[src/rtl/sample_packer.sv]
// Sample-domain capture back-end: packs SDR/DDR lane samples into DATA_W-bit words for the sample FIFO.
// Optional per-bit deglitch filter enabled by defining SAMPLE_PACKER_DEGLITCH_EN.
module sample_packer #(
  parameter int DATA_W = 16,
  parameter int CNT_W  = 16
) (
  input  logic              sample_clk,
  input  logic              sample_rst,
  input  logic              sample_en,
  input  logic [1:0]        mode,
  input  logic              test_mode,
  input  logic [DATA_W-1:0] din_pos,
  input  logic [DATA_W-1:0] din_neg,
  input  logic              wr_full,
  output logic              wr_en,
  output logic [DATA_W-1:0] wr_data,
  output logic              overflow,
  input  logic              ovf_clr,
  output logic [CNT_W-1:0]  drop_cnt,
  output logic [CNT_W-1:0]  word_cnt
);

  localparam logic [CNT_W-1:0]  CNT_ONE  = CNT_W'(1);
  localparam logic [CNT_W-1:0]  CNT_MAX  = {CNT_W{1'b1}};
  localparam logic [DATA_W-1:0] DATA_ONE = DATA_W'(1);

  // Place the {neg, pos} lane slice of the current cycle at slice position k.
  function automatic logic [DATA_W-1:0] place_slice(
    input logic [1:0]        m,
    input logic [1:0]        k,
    input logic [DATA_W-1:0] p,
    input logic [DATA_W-1:0] n
  );
    logic [DATA_W-1:0] ones;
    logic [DATA_W-1:0] mask;
    logic [DATA_W-1:0] s;
    int                lane;
    lane = DATA_W >> m;
    ones = {DATA_W{1'b1}};
    mask = ones >> (DATA_W - lane);
    if (m == 2'd0) begin
      s = p;
    end else begin
      s = (p & mask) | ((n & mask) << lane);
    end
    return s << (2 * lane * int'(k));
  endfunction

  logic [DATA_W-1:0] pos_s;
  logic [DATA_W-1:0] neg_s;
  logic              en_s;

`ifdef SAMPLE_PACKER_DEGLITCH_EN
  logic [DATA_W-1:0] pos_prev_r;
  logic [DATA_W-1:0] neg_prev_r;
  logic [DATA_W-1:0] pos_filt_r;
  logic [DATA_W-1:0] neg_filt_r;
  logic              en_d_r;

  // A bit only follows the raw stream once two consecutive samples agree.
  always_ff @(posedge sample_clk or posedge sample_rst) begin
    if (sample_rst) begin
      pos_prev_r <= '0;
      neg_prev_r <= '0;
      pos_filt_r <= '0;
      neg_filt_r <= '0;
      en_d_r     <= 1'b0;
    end else begin
      pos_prev_r <= din_pos;
      neg_prev_r <= din_neg;
      pos_filt_r <= (~(din_pos ^ pos_prev_r) & din_pos) | ((din_pos ^ pos_prev_r) & pos_filt_r);
      neg_filt_r <= (~(din_neg ^ neg_prev_r) & din_neg) | ((din_neg ^ neg_prev_r) & neg_filt_r);
      en_d_r     <= sample_en;
    end
  end

  assign pos_s = pos_filt_r;
  assign neg_s = neg_filt_r;
  assign en_s  = en_d_r;
`else
  assign pos_s = din_pos;
  assign neg_s = din_neg;
  assign en_s  = sample_en;
`endif

  logic [1:0]        idx_r;
  logic [1:0]        mode_r;
  logic [DATA_W-1:0] acc_r;
  logic [DATA_W-1:0] test_cnt_r;

  logic [1:0]        idx_eff_s;
  logic [1:0]        last_idx_s;
  logic [1:0]        idx_next_s;
  logic [DATA_W-1:0] word_s;
  logic              complete_s;
  logic              write_s;
  logic              drop_s;

  // Slice assembly, word completion and next pack index.
  always_comb begin
    idx_eff_s  = (mode != mode_r) ? 2'd0 : idx_r;
    last_idx_s = 2'd0;
    case (mode)
      2'd2:    last_idx_s = 2'd1;
      2'd3:    last_idx_s = 2'd3;
      default: last_idx_s = 2'd0;
    endcase
    if (idx_eff_s == 2'd0) begin
      word_s = place_slice(mode, idx_eff_s, pos_s, neg_s);
    end else begin
      word_s = acc_r | place_slice(mode, idx_eff_s, pos_s, neg_s);
    end
    complete_s = en_s && (idx_eff_s == last_idx_s);
    write_s    = complete_s && !wr_full;
    drop_s     = complete_s && wr_full;
    if (!en_s || complete_s) begin
      idx_next_s = 2'd0;
    end else begin
      idx_next_s = idx_eff_s + 2'd1;
    end
  end

  // Packing state; a disabled cycle discards any partial word.
  always_ff @(posedge sample_clk or posedge sample_rst) begin
    if (sample_rst) begin
      idx_r  <= 2'd0;
      mode_r <= 2'd0;
      acc_r  <= '0;
    end else begin
      idx_r  <= idx_next_s;
      mode_r <= mode;
      acc_r  <= en_s ? word_s : '0;
    end
  end

  // Test counter only advances on words that actually reach the FIFO.
  always_ff @(posedge sample_clk or posedge sample_rst) begin
    if (sample_rst) begin
      test_cnt_r <= '0;
    end else if (!en_s) begin
      test_cnt_r <= '0;
    end else if (write_s && test_mode) begin
      test_cnt_r <= test_cnt_r + DATA_ONE;
    end else begin
      test_cnt_r <= test_cnt_r;
    end
  end

  // FIFO write port and written-word count.
  always_ff @(posedge sample_clk or posedge sample_rst) begin
    if (sample_rst) begin
      wr_en    <= 1'b0;
      wr_data  <= '0;
      word_cnt <= '0;
    end else if (write_s) begin
      wr_en    <= 1'b1;
      wr_data  <= test_mode ? test_cnt_r : word_s;
      word_cnt <= word_cnt + CNT_ONE;
    end else begin
      wr_en    <= 1'b0;
    end
  end

  // Overflow accounting; a drop in the same cycle as a clear takes priority.
  always_ff @(posedge sample_clk or posedge sample_rst) begin
    if (sample_rst) begin
      overflow <= 1'b0;
      drop_cnt <= '0;
    end else if (drop_s) begin
      overflow <= 1'b1;
      if (ovf_clr) begin
        drop_cnt <= CNT_ONE;
      end else if (drop_cnt == CNT_MAX) begin
        drop_cnt <= drop_cnt;
      end else begin
        drop_cnt <= drop_cnt + CNT_ONE;
      end
    end else if (ovf_clr) begin
      overflow <= 1'b0;
      drop_cnt <= '0;
    end else begin
      overflow <= overflow;
    end
  end

endmodule

[config.mk]
export PLATFORM = sky130hd
export DESIGN_NAME = sample_packer
export DESIGN_NICKNAME = d
export VERILOG_FILES = /design/src/rtl/sample_packer.sv
export SDC_FILE = /design/constraint.sdc
export NUM_CORES = 1
export LEC_CHECK = 0
export BUFFER_PORTS_ARGS = -buffer_cell sky130_fd_sc_hd__buf_2
export CAP_MARGIN = 25
export CORE_MARGIN = 2
export CORE_UTILIZATION = 56
export DETAILED_ROUTE_END_ITERATION = 8
export GPL_TIMING_DRIVEN = 0
export HOLD_SLACK_MARGIN = 0.03
export PLACE_DENSITY = 0.89
export SLEW_MARGIN = 20
export SYNTH_ARGS = -nofsm -noshare
export SYNTH_HDL_FRONTEND = slang
export SYNTH_SLANG_ARGS = --single-unit
[constraint.sdc]
create_clock -name sample_clk -period 4.87 [get_ports sample_clk]
set_clock_uncertainty 0.15 [all_clocks]
set_input_delay 0.487 -clock sample_clk [delete_from_list [all_inputs] [get_ports sample_clk]]
set_output_delay 0.487 -clock sample_clk [all_outputs]
set_load 0.005 [all_outputs]
---- After elaboration in Yosys (flattened, before gate mapping) ----
Index checks and enable logic that the tools add are counted.
cells by class
  add/subtract/negate cells ............... 5
  multiply operators ...................... 1
  divide/modulo/power cells ............... 0
  magnitude comparators ................... 0
  eq/ne operators ......................... 7
  shifts and indexed selects .............. 5
  multiplexer cells ....................... 18
  bitwise gates (word level) .............. 4
  reduce and logical (&&, ||, !) cells .... 11
operator list
  kind                    count
  $mux 16                 12
  $shl 16x32->16          3
  $add 16x1->16 const B   3
  $and 16x16->16          2
  $or 16x16->16           2
  $shr 16x32->16 const A  1
  $shr 5x2->32 const A    1
  $sub 6x32->32 const A   1
  $mul 31x3->31           1
  $eq 16x16->1 const B    1
  $eq 2x2->1 const B      2
  $logic_and 1x1->1       4
  $logic_not 2->1         2
  $mux 2                  2
  $pmux 2 s2              1
  $mux 1                  3
  $add 2x1->2 const B     1
  $eq 2x2->1              1
  $logic_not 1->1         2
  $ne 2x1->1 const B      1
  $ne 2x2->1              1
  $ne 2x2->1 const B      1
  $reduce_and 2->1        1
  $reduce_bool 2->1       1
  $logic_or 1x1->1        1
storage, ports and cells
  register bits ........................... 86
  latch bits .............................. 0
  memory bits (writable) .................. 0
  ROM bits ................................ 0
  input port bits ......................... 40
  output and inout bits ................... 50
  logic and storage cells ................. 60
  memories kept ........................... 0

---- Longest topological paths before layout ----
Gate-level depths: netlist (run 1).
  depth in word-level cells ............... 12
  mapped depth ............................ 15
  gate-level depth less buffers ........... 12

---- Least setup slack after synthesis (run 1) ----
No wires, ideal clock.
  path type ............................... input -> register
  start point ............................. in mode[0]
  end point ............................... reg acc_r[3]
  setup time .............................. 0.078 ns
  arrival ................................. 3.659 ns
  required time ........................... 4.642 ns
  slack ................................... 0.983 ns
  cell stages on the path ................. 14
  buffers on the path ..................... 2
  cell sequence ........................... buf_4 clkbuf_1 nand2_1 a21oi_1 nand2_1 nor2_1 ha_1 ha_1 fa_1 or3_1 nor3_1 nand2_1 or3_1 a21oi_1
between the ends
  cells in the longest elaborated chain, start to end .. 12
  elaborated cells on any way between the ends .. 20
  classes of those cells .................. 1 x add/sub; 1 x mul; 1 x eq/ne; 5 x shift; 6 x mux; 4 x bitwise; 2 x reduce/logical
RTL lines
  element               line  source
  from (decl)           10    input logic [1:0] mode,
  $shr 5x2->32          38    lane = DATA_W >> m;
  $sub 6x32->32         40    mask = ones >> (DATA_W - lane);
  $shr 16x32->16        40
  $and 16x16->16        44    s = (p & mask) | ((n & mask) << lane);
  $shl 16x32->16        44
  $or 16x16->16         44
  $mux 16               41    if (m == 2'd0) begin
  $mux 16               108   if (idx_eff_s == 2'd0) begin
  $shl 16x32->16        46    return s << (2 * lane * int'(k));
  $or 16x16->16         111   word_s = acc_r | place_slice(mode, idx_eff_s, pos_s, neg_s);
  $mux 16 *             108
  $mux 16 *             132   acc_r <= en_s ? word_s : '0;
  to (signal assigned)  132
  to (decl)             88    logic [DATA_W-1:0] acc_r;
Every way passes the cells marked *; elsewhere a longest branch is shown, timed or not. The select of a mux whose other input is x is not followed.
A chain may end at the register's enable or synchronous reset.

---- Worst setup path in the final report (run 1) ----
  start point ............................. in mode[0]
  end point ............................... reg wr_data[12]
between the ends
  cells in the longest elaborated chain, start to end .. 12
  elaborated cells on any way between the ends .. 26
  classes of those cells .................. 1 x add/sub; 1 x mul; 4 x eq/ne; 5 x shift; 7 x mux; 4 x bitwise; 4 x reduce/logical
RTL lines
  element               line  source
  $shr 5x2->32          38
  $sub 6x32->32         40
  $shr 16x32->16        40
  $and 16x16->16        44
  $shl 16x32->16        44
  $or 16x16->16         44
  $mux 16               41
  $mux 16               108
  $shl 16x32->16        46
  $or 16x16->16         111
  $mux 16               108
  $mux 16               157   wr_data <= test_mode ? test_cnt_r : word_s;
  to (signal assigned)  157
  to (decl)             16    output logic [DATA_W-1:0] wr_data,
Parallel ways exist; a longest one is shown, timed or not. The select of a mux whose other input is x is not followed.

==> results of run 1 <==
## power breakdown
part | internal [mW] | switching [mW] | total (mW)
registers | 0.773 | 0.0574 | 0.831
clock network | 0.239 | 0.276 | 0.515
logic | 0.118 | 0.153 | 0.270
total | 1.13 | 0.486 | 1.62
## stage by stage
| stage | instances | instance area [sq um] | worst slack (ns) | power (mW) | hold slack, ns |
|---|---|---|---|---|---|
| 2_1_floorplan | 488 | 4680 | 0.983 | 0.986 | 0.310 |
| 3_3_place_gp | 673 | 5210 | 0.399 | 1.09 | 0.301 |
| 3_5_place_dp | 674 | 5240 | 0.279 | 1.11 | 0.332 |
| 4_1_cts | 691 | 5450 | 0.622 | 1.61 | 0.118 |
| 5_1_grt | 691 | 5450 | 0.300 | 1.68 | 0.117 |
| 6_report | 691 | 5450 | 0.529 | 1.62 | 0.118 |
## cell usage after synthesis, types with 5 or more instances
| cell | n |
|---|---|
| nor2_1 | 38 |
| nand2b_1 | 5 |
| nand2_1 | 50 |
| clkbuf_1 | 16 |
| nor3_1 | 13 |
| inv_1 | 22 |
| dfrtp_1 | 86 |
| and3_1 | 10 |
| o21a_1 | 7 |
| and2_1 | 7 |
| mux2i_1 | 15 |
| or3_1 | 10 |
| ha_1 | 10 |
| nand3_1 | 17 |
| o221ai_1 | 9 |
| nand4_1 | 15 |
| a21oi_1 | 28 |
| xnor2_1 | 7 |
| o31ai_1 | 12 |
| xor2_1 | 12 |
| buf_2 | 6 |
| a22o_1 | 6 |
| o21ai_0 | 10 |
| or4_1 | 12 |
## worst paths after layout
path	to	slack [ns]	cells past startpoint
max in group asynchronous	wr_data[3]	3.42	4
min in group asynchronous	word_cnt[14]	0.54	3
worst min-delay path	mode_r[0]	0.12	1
worst max-delay path	wr_data[12]	0.53	15
worst min register to register	word_cnt[15]	0.34	1
worst max register to register	wr_data[12]	0.81	12
## cell type report
cell class              count  area (sq um)  share of cell area [%]
plain buffers              25           105                    1.93
clock buffers               9           124                    2.27
clock inverters             7          73.8                    1.36
inverters                  22          85.1                    1.56
multi-input cells         355          2340                    42.9
flip-flops and latches     86          2150                    39.5
well taps                 105           131                    2.41
repair buffers             82           438                    8.04
## registers in the layout, summed over array words and instances, names as in the netlist
signal and flops:
wr_data 16, test_cnt_r 16, wr_en 1, overflow 1, acc_r 16, mode_r 2
drop_cnt 16, word_cnt 16, idx_r 2
## kinds of logic (layout without fill, tap and decap cells)
| group | after synthesis | after routing | share of synthesized area (%) |
|---|---|---|---|
| adders and majority gates | 11 | 11 | 3.10 |
| muxes | 18 | 18 | 3.93 |
| DFF | 86 | 86 | 46.0 |
| xor gates and xnor gates | 19 | 19 | 3.56 |
| AOI/OAI and AO/OA | 113 | 113 | 18.2 |
| and+or+nand+nor | 194 | 194 | 21.2 |
| buffers and inverters | 47 | 145 | 4.01 |
## timing repair
action	4_1_cts	5_1_grt
resized for setup	0	0
endpoints found under the hold margin	31	0
hold buffers	1	0
## metal layers
layer / part of all wire, % / track usage, % / vias to the layer above
li1: - / - / 1998
met1: 41 / 36.6 / 2122
met2: 50 / 46.0 / 218
met3: 7.5 / 4.74 / 26
met4: 2.0 / 9.76 / 0
met5: 0 / 0 / -
==> summary.md, run 1 <==
| Metric | Value |
|---|---|
| First-pass DRT Iterations | `5` |
| Vias | `between 4k and 5k` |
| Grt ovf | `0` |
| Synthesized instance count | `488` |
| Post-synth top area cell | `dfrtp_1` |
| Mapped Avg Cell Area | `9.59 sq um` |
| Remaining antenna violation count | `0` |
| Asr flop ratio synth | `100%` |
| Status | `completed` |
| Rel. slew slack | `44.9%` |
| Clock latency on the worst-skew pair | `0.36 ns` |
| Starting Density | `a little under three fifths` |
| Wire per inst | `17.9 um` |
| Post-Route WL | `12.4 mm` |
| Startpoint types | `primary input` |
| Net Count, Synth | `539` |
| Nets | `between 600 and 700` |
| Area Growth Syn to Fin | `16.4%` |
| Layout cells sized above 1 | `20.6%` |
| Yosys Warn Count | `0` |
| DR vias/cell | `6.32` |
| Cell variety after synth | `60` |
| Pleak | `2.58 nW` |
| Final core utilization | `66.6%` |
| Crit-path most repeated cell | `nand2_1` |
| Post-DP HPWL | `8.94 mm` |
| Seq/Total Area, Yosys | `46.0%` |
| Worst-margin pin slew | `0.819 ns` |
| CP required | `5.01 ns` |
| Dominant synthesized flop cell | `dfrtp_1` |
| First-pass GRT wire length | `slightly below 20 mm` |
| Slowest stage delay, CP | `0.69 ns` |
| I/O pins | `90` |
| Port bufs | `80` |
| Area of the mapped netlist | `4680 sq um` |
| Die height | `95.4 um` |
| Clock Sinks | `86` |
| Htree depth | `3` |
| Pwr/cell area | `297 nW/um^2` |
| Maximum VDD drop | `0.174 mV` |
| Largest net degree at the start of global routing | `56` |
| Fillers | `~640` |
| Row count | `33` |
| Max_cap viols | `0` |
| Buf/Inv on CP | `3` |
| Hold Path Origin | `mode[0]` |
| CTS tree | `yes` |
| Final GP Congestion | `approximately 0.9` |
| Initial antenna violation count | `0` |
| Setup-failing EPs final | `0` |
| Core ar. | `8180 sq um` |
| Top-area cell type share of the netlist area | `46.0%` |
| Most frequent cells in the layout | `86 x buf_2, 86 x dfrtp_1, 50 x nand2_1` |
| Top cells by area, synth | `dfrtp_1 46%, nand2_1 4.0%, mux2i_1 3.2%` |
| Final Hold Fails | `0` |
| Final period util | `roughly 89%` |
| CP Capture Type | `register` |
| Critical path class | `in -> reg` |
| Crit path time final | `4.34 ns` |
| Accumulated negative setup slack | `0 ns` |
| Synthesized flop and latch total | `86` |
| CP Max Fanout | `10` |
| Tightest Hold Check Type | `in -> reg` |
| Die X | `95.4 um` |
| Slowest CP cell | `nor4_1` |
| DRC errors left | `0` |
| Post-CTS setup buffers | `0` |
| Crit path cell chain | `buf_2 > buf_4 > clkbuf_1 > nand2_1 > a21oi_1 > nand2_1 > nor2_1 > ha_1 > ha_1 > fa_1 > nor2b_1 > nor4_1 > nand2_1 > o221ai_1 > a221o_1` |
| Ant. Diodes | `0` |
| Clock buffer depth | `2` |
| Fmax | `around 230 MHz` |
| Number of enable flip-flop cells after synthesis | `0` |
| Worst setup path startpoint | `mode[0]` |
| Slew Limit Fails | `0` |
| Die ar. | `9100 sq um` |
| Gr usage total | `between 20% and 30%` |
| Unrepaired setup endpoints after global routing | `no` |
| Number of global-route vias before repair | `4030` |
| Clock-pin transition on the worst setup and hold timing paths | `0.10 ns` |
| CTS Buf Count | `9` |
| Critical path arrival | `4.48 ns` |
| CTS root buf | `clkbuf_8` |
| RR Startpoint | `mode_r[0]` |
| CP top delay family | `simple AND/OR/NAND/NOR gates` |
| Initial DRC Count | `330` |
Power figures use the tool's default switching activity.
==> inputs of run 2 (changes only) <==
--- a/config.mk
+++ b/config.mk
@@ -8,11 +8,12 @@
 export BUFFER_PORTS_ARGS = -buffer_cell sky130_fd_sc_hd__buf_2
 export CAP_MARGIN = 25
 export CORE_MARGIN = 2
-export CORE_UTILIZATION = 56
+export CORE_UTILIZATION = 58
+export CTS_BUF_LIST = sky130_fd_sc_hd__clkbuf_2
 export DETAILED_ROUTE_END_ITERATION = 8
 export GPL_TIMING_DRIVEN = 0
 export HOLD_SLACK_MARGIN = 0.03
-export PLACE_DENSITY = 0.89
+export PLACE_DENSITY = 0.91
 export SLEW_MARGIN = 20
 export SYNTH_ARGS = -nofsm -noshare
 export SYNTH_HDL_FRONTEND = slang
==> run 2 against run 1 <==
Effect of this change: final cell count shrank 0.29%; hold slack lost 0.036 ns; first-iteration DRC count increased by 15%; global-route usage grew 1.5 points; sequential share of layout area up 0.32 points; via count is 0.48% higher; die area is 3.3% lower; cell area fell by 0.80%; total power fell by 3.8%.
==> summary.md, run 2 (same netlist as run 1, synthesis figures left out) <==
| Metric | Value |
|---|---|
| Final GP Congestion | `0.872 (was 0.898)` |
| CP Capture Type | `register (unchanged)` |
| Final core utilization | `69.6% (was 66.6%)` |
| CP required | `5.24 ns (was 5.01 ns)` |
| Layout Cells excl Fill | `689 (was 691)` |
| Grt ovf | `0 (unchanged)` |
| Initial antenna violation count | `0 (unchanged)` |
| Setup-failing EPs final | `0 (unchanged)` |
| Post-CTS setup buffers | `0 (unchanged)` |
| Row count | `32 (was 33)` |
| CTS Buf Count | `9 (unchanged)` |
| Post_cts resized | `0 (unchanged)` |
| Die ar. | `8800 sq um (was 9100 sq um)` |
| Clock latency on the worst-skew pair | `0.58 ns (was 0.36 ns)` |
| Slew Limit Fails | `0 (unchanged)` |
| Rel. slew slack | `53.8% (was 44.9%)` |
| Wire per inst | `18.0 um (was 17.9 um)` |
| Nets | `633 (was 632)` |
| Status | `completed (unchanged)` |
| Worst-margin pin slew | `0.693 ns (was 0.819 ns)` |
| I/O pins | `90 (unchanged)` |
| Starting Density | `60.2% (was 57.2%)` |
| Post-Route WL | `12.4 mm (about the same)` |
| Most frequent cells in the layout | `86 x buf_2, 86 x dfrtp_1, 50 x nand2_1 (unchanged)` |
| Largest net degree at the start of global routing | `48 (was 56)` |
| Maximum VDD drop | `0.195 mV (was 0.174 mV)` |
| Crit path time final | `4.35 ns (was 4.34 ns)` |
| R2R Path End | `wr_data[3] (was wr_data[12])` |
| Critical path arrival | `4.72 ns (was 4.48 ns)` |
| Port bufs | `80 (unchanged)` |
| Final Hold Fails | `0 (unchanged)` |
| Clock buffer depth | `2 (unchanged)` |
| Accumulated negative setup slack | `0 ns (unchanged)` |
| Max_cap viols | `0 (unchanged)` |
| Final period util | `89.3% (was 89.1%)` |
| First-pass GRT wire length | `20.1 mm (was 19.5 mm)` |
| CTS tree | `yes (unchanged)` |
| Reg2reg setup slack | `0.67 ns (was 0.81 ns)` |
| Unrepaired setup endpoints after global routing | `no (unchanged)` |
| Pwr/cell area | `288 nW/um^2 (was 297 nW/um^2)` |
| Vias | `4385 (was 4364)` |
| Initial DRC Count | `378 (was 330)` |
| Clock Sinks | `86 (unchanged)` |
| Htree depth | `3 (unchanged)` |
| WHS Endpoint | `acc_r[0] (was mode_r[0])` |
| Reg2Reg Depth | `12 (unchanged)` |
| Number of global-route vias before repair | `4173 (was 4030)` |
| RR Startpoint | `mode_r[0] (unchanged)` |
| First-pass DRT Iterations | `5 (unchanged)` |
| Worst hold path depth | `3 (was 1)` |
| Clock-pin transition on the worst setup and hold timing paths | `0.23 ns (was 0.10 ns)` |
| Hold Path Origin | `din_pos[0] (was mode[0])` |
| Fmax | `230 MHz (about the same)` |
| Post-DP HPWL | `9.03 mm (was 8.94 mm)` |
| Remaining antenna violation count | `0 (unchanged)` |
| Gr usage total | `29.1% (was 27.6%)` |
| Ant. Diodes | `0 (unchanged)` |
| Pleak | `2.57 nW (was 2.58 nW)` |
| Area Growth Syn to Fin | `15.5% (was 16.4%)` |
| Core ar. | `7770 sq um (was 8180 sq um)` |
| Critical path class | `in -> reg (unchanged)` |
| DR vias/cell | `6.36 (was 6.32)` |
| CTS root buf | `clkbuf_2 (was clkbuf_8)` |
| Die height | `93.8 um (was 95.4 um)` |
| Die X | `93.8 um (was 95.4 um)` |
| Layout cells sized above 1 | `20.6% (about the same)` |
| Tightest Hold Check Type | `in -> reg (unchanged)` |
| CP Max Fanout | `10 (unchanged)` |
| PnR Total Power | `1.55 mW (was 1.62 mW)` |
| DRC errors left | `0 (unchanged)` |
| Startpoint types | `primary input (unchanged)` |
| Placed cell count | `671 (was 674)` |
run 2: cell type report:
class	count	area [sq um]
Tap cell	102	128
Sequential cell	86	2150
Multi-Input combinational cell	355	2340
Timing Repair Buffer	84	450
Inverter	22	85.1
Fill cell	584	2360
Clock inverter	7	104
Clock buffer	9	45.0
Buffer	24	101
run 2: worst max-delay path, cell delays in order:
cell and delay, ns:
dlygate4sd3_1 0.54, buf_2 0.16, buf_2 0.19, xor2_1 0.17, a21oi_1 0.16, nand2_1 0.16, nor2_1 0.15, ha_1 0.25
ha_1 0.23, fa_1 0.48, or3_1 0.34, nor3_1 0.37, nand2_1 0.35, o311ai_0 0.49, a22o_1 0.19
run 2: what timing repair did:
| action | in CTS | in global routing |
|---|---|---|
| endpoints found under the hold margin | 48 | 0 |
| endpoints found under the setup margin | 0 | 2 |
| hold buffers | 3 | 0 |
run 2: metal layers:
metal	track usage, %	share of wire, %	routed length [um]	vias up
li1	-	-	-	2003
met1	38.3	41	5160	2112
met2	47.8	49	6110	237
met3	5.62	7.0	869	33
met4	11.0	2.4	300	0
met5	0	0	0	-
run 2: worst max-delay path by stage:
stage,startpoint,endpoint,slack (ns),cells past startpoint
after floorplan,mode[0],acc_r[3],0.98,14
after global placement,mode[0],wr_data[3],0.35,15
after detailed placement,mode[0],wr_data[3],0.12,15
after CTS,mode[0],wr_data[3],0.18,16
after global routing,mode[1],wr_data[3],0.24,15
final,mode[1],wr_data[3],0.52,15
run 2: through the flow:
step | hold WS (ns) | setup WS, ns | instance area (sq um)
final | 0.0825 | 0.519 | 5400
after global routing | 0.0710 | 0.238 | 5400
after CTS | 0.0646 | 0.181 | 5410
after detailed placement | 0.311 | 0.120 | 5230
after global placement | 0.301 | 0.347 | 5210
after floorplan | 0.310 | 0.983 | 4680
run 2: report_power, final:
part           internal (mW)  switching [mW]  leakage, nW  total, mW
clock                  0.178           0.277       0.0875      0.455
combinational          0.118           0.151         1.34      0.268
sequential             0.775          0.0573         1.14      0.832
total                   1.07           0.485         2.57       1.55
==> inputs of run 3 (changes only) <==
--- a/config.mk
+++ b/config.mk
@@ -8,12 +8,12 @@
 export BUFFER_PORTS_ARGS = -buffer_cell sky130_fd_sc_hd__buf_2
 export CAP_MARGIN = 25
 export CORE_MARGIN = 2
-export CORE_UTILIZATION = 58
+export CORE_UTILIZATION = 50
 export CTS_BUF_LIST = sky130_fd_sc_hd__clkbuf_2
 export DETAILED_ROUTE_END_ITERATION = 8
 export GPL_TIMING_DRIVEN = 0
 export HOLD_SLACK_MARGIN = 0.03
-export PLACE_DENSITY = 0.91
+export PLACE_DENSITY = 0.81
 export SLEW_MARGIN = 20
 export SYNTH_ARGS = -nofsm -noshare
 export SYNTH_HDL_FRONTEND = slang
==> run 3 against run 2 <==
Effect of this change: critical path depth unchanged; sequential power about the same; total power decreased by 6.3%; cell area decreased by 0.44%; clock-buffer cell count unchanged; non-clock buffer count unchanged; critical path type unchanged.
==> summary.md, run 3 (same netlist as run 1, synthesis figures left out) <==
| Metric | Value |
|---|---|
| Accumulated negative setup slack | `0 ns (unchanged)` |
| Critical path arrival | `4.72 ns (about the same)` |
| Post-DP HPWL | `8.69 mm (was 9.03 mm)` |
| Status | `completed (unchanged)` |
| Grt ovf | `0 (unchanged)` |
| Net Sw Frac | `30.8% (was 31.2%)` |
| Post-Route WL | `11.8 mm (was 12.4 mm)` |
| I/O pins | `90 (unchanged)` |
| Initial DRC Count | `297 (was 378)` |
| Clock buffer depth | `2 (unchanged)` |
| CTS root buf | `clkbuf_2 (unchanged)` |
| Unrepaired setup endpoints after global routing | `no (unchanged)` |
| Final GP Congestion | `0.903 (was 0.872)` |
| Post_cts resized | `0 (unchanged)` |
| First-pass DRT Iterations | `5 (unchanged)` |
| CTS tree | `yes (unchanged)` |
| Worst-margin pin slew | `0.669 ns (was 0.693 ns)` |
| Remaining antenna violation count | `0 (unchanged)` |
| Buf/Inv on CP | `3 (unchanged)` |
| Logic pwr share | `18.3% (was 17.3%)` |
| First-pass GRT wire length | `19.2 mm (was 20.1 mm)` |
| Pleak | `2.55 nW (was 2.57 nW)` |
| Flop pwr share | `57.0% (was 53.5%)` |
| Area Growth Syn to Fin | `15.0% (was 15.5%)` |
| Post-route cell area | `5380 sq um (was 5400 sq um)` |
| Startpoint types | `primary input (unchanged)` |
| Htree depth | `3 (unchanged)` |
| Core ar. | `9150 sq um (was 7770 sq um)` |
| Final Hold Fails | `0 (unchanged)` |
| Fillers | `820 (was 584)` |
| Die height | `101 um (was 93.8 um)` |
| Row count | `35 (was 32)` |
| Starting Density | `51.1% (was 60.2%)` |
| Clock-pin transition on the worst setup and hold timing paths | `0.22 ns (was 0.23 ns)` |
| Port bufs | `80 (unchanged)` |
| Pwr/cell area | `271 nW/um^2 (was 288 nW/um^2)` |
| Layout cells sized above 1 | `20.3% (was 20.6%)` |
| Wire per inst | `16.9 um (was 18.0 um)` |
| Slowest stage delay, CP | `0.53 ns (was 0.54 ns)` |
| Gr usage total | `23.7% (was 29.1%)` |
| Max_cap viols | `0 (unchanged)` |
| Crit path time final | `4.40 ns (was 4.35 ns)` |
| CTS Buf Count | `9 (unchanged)` |
| Tightest Hold Check Type | `in -> reg (unchanged)` |
| Clock Sinks | `86 (unchanged)` |
| Most frequent cells in the layout | `86 x buf_2, 86 x dfrtp_1, 50 x nand2_1 (unchanged)` |
| Nets | `633 (unchanged)` |
| Post-CTS setup buffers | `0 (unchanged)` |
| CP required | `5.19 ns (was 5.24 ns)` |
| Final period util | `90.4% (was 89.3%)` |
| Maximum VDD drop | `0.186 mV (was 0.195 mV)` |
| Post-DP Area | `5250 sq um (was 5230 sq um)` |
| Initial antenna violation count | `0 (unchanged)` |
| Slowest CP cell | `dlygate4sd3_1 (unchanged)` |
| CP Capture Type | `register (unchanged)` |
| Slew Limit Fails | `0 (unchanged)` |
| Switch Pwr | `448 uW (was 485 uW)` |
| DR vias/cell | `6.09 (was 6.36)` |
| Critical path class | `in -> reg (unchanged)` |
| Fmax | `227 MHz (was 230 MHz)` |
| CP top delay family | `simple AND/OR/NAND/NOR gates (unchanged)` |
| Largest net degree at the start of global routing | `55 (was 48)` |
| Setup-failing EPs final | `0 (unchanged)` |
| Rel. slew slack | `55.4% (was 53.8%)` |
| Crit path cell chain | `dlygate4sd3_1 > buf_2 > buf_2 > xor2_1 > a21oi_1 > nand2_1 > nor2_1 > ha_1 > ha_1 > fa_1 > or3_1 > nor3_1 > nand2_1 > o311ai_0 > a22o_1 (unchanged)` |
| DRC errors left | `0 (unchanged)` |
| Reg2reg setup slack | `0.66 ns (was 0.67 ns)` |
| CP Max Fanout | `10 (unchanged)` |
| Clock share of power | `24.6% (was 29.2%)` |
| Ant. Diodes | `0 (unchanged)` |
| Clock latency on the worst-skew pair | `0.53 ns (was 0.58 ns)` |
| Vias | `4244 (was 4385)` |
| Number of global-route vias before repair | `4005 (was 4173)` |
| Die X | `101 um (was 93.8 um)` |
| Die ar. | `10100 sq um (was 8800 sq um)` |
| Pint | `1.01 mW (was 1.07 mW)` |
-- run 3: power by group through the flow --
stage	Sequential, mW	Clock, mW	Combinational (mW)
6_report	0.831	0.359	0.267
5_1_grt	0.841	0.403	0.295
4_1_cts	0.830	0.370	0.268
3_5_place_dp	0.842	0	0.265
3_3_place_gp	0.840	0	0.255
2_1_floorplan	0.837	0	0.148
-- run 3: repair_timing --
| item | in CTS | in global routing |
|---|---|---|
| hold buffers | 3 | 0 |
| endpoints found under the hold margin | 34 | 0 |
| setup endpoints to repair | 0 | 2 |
-- run 3: path summary, 6_finish.rpt --
| check | endpoint | cells past startpoint | from |
|---|---|---|---|
| worst max-delay path | wr_data[3] | 15 | mode[1] |
| worst min-delay path | acc_r[1] | 3 | din_pos[1] |
| worst max register to register | wr_data[3] | 12 | mode_r[0] |
| worst min register to register | word_cnt[15] | 1 | word_cnt[15] |
| max in group asynchronous | wr_data[13] | 4 | sample_rst |
| min in group asynchronous | word_cnt[4] | 3 | sample_rst |
-- run 3: through the flow --
| stage | std cells | worst slack (ns) | hold slack (ns) | power (mW) | util [%] |
|---|---|---|---|---|---|
| finish | 697 | 0.466 | 0.134 | 1.46 | 58.8 |
| global placement | 679 | 0.298 | 0.302 | 1.10 | 57.0 |
| CTS | 698 | 0.121 | 0.0979 | 1.47 | 58.8 |
| floorplan | 488 | 0.983 | 0.310 | 0.986 | - |
| detailed placement | 680 | 0.100 | 0.310 | 1.11 | 57.3 |
| global route | 697 | 0.330 | 0.0799 | 1.54 | 58.8 |
-- run 3: layout make-up --
type / count / area, sq um / area share, %
multi-input combinational: 355 / 2340 / 43.5
buffer: 24 / 101 / 1.88
clock inverter: 6 / 61.3 / 1.14
inverter: 22 / 85.1 / 1.58
timing repair buffer: 84 / 458 / 8.51
tap: 111 / 139 / 2.58
clock buffer: 9 / 45.0 / 0.837
sequential: 86 / 2150 / 40.0
-- run 3: worst min-delay path, delay by kind of cell --
family	cells	cell delay, ns
and+or+nand+nor	1	0.10
buffers and inverters	1	0.12
AOI/OAI and AO/OA	1	0.07
-- run 3: metal layers --
| layer | up-vias | wire (um) | part of all wire, % | GRT usage, % |
|---|---|---|---|---|
| li1 | 2004 | - | - | - |
| met1 | 2067 | 5170 | 44 | 32.8 |
| met2 | 153 | 5710 | 48 | 37.8 |
| met3 | 20 | 684 | 5.8 | 5.13 |
| met4 | 0 | 212 | 1.8 | 6.11 |
| met5 | - | 0 | 0 | 0 |
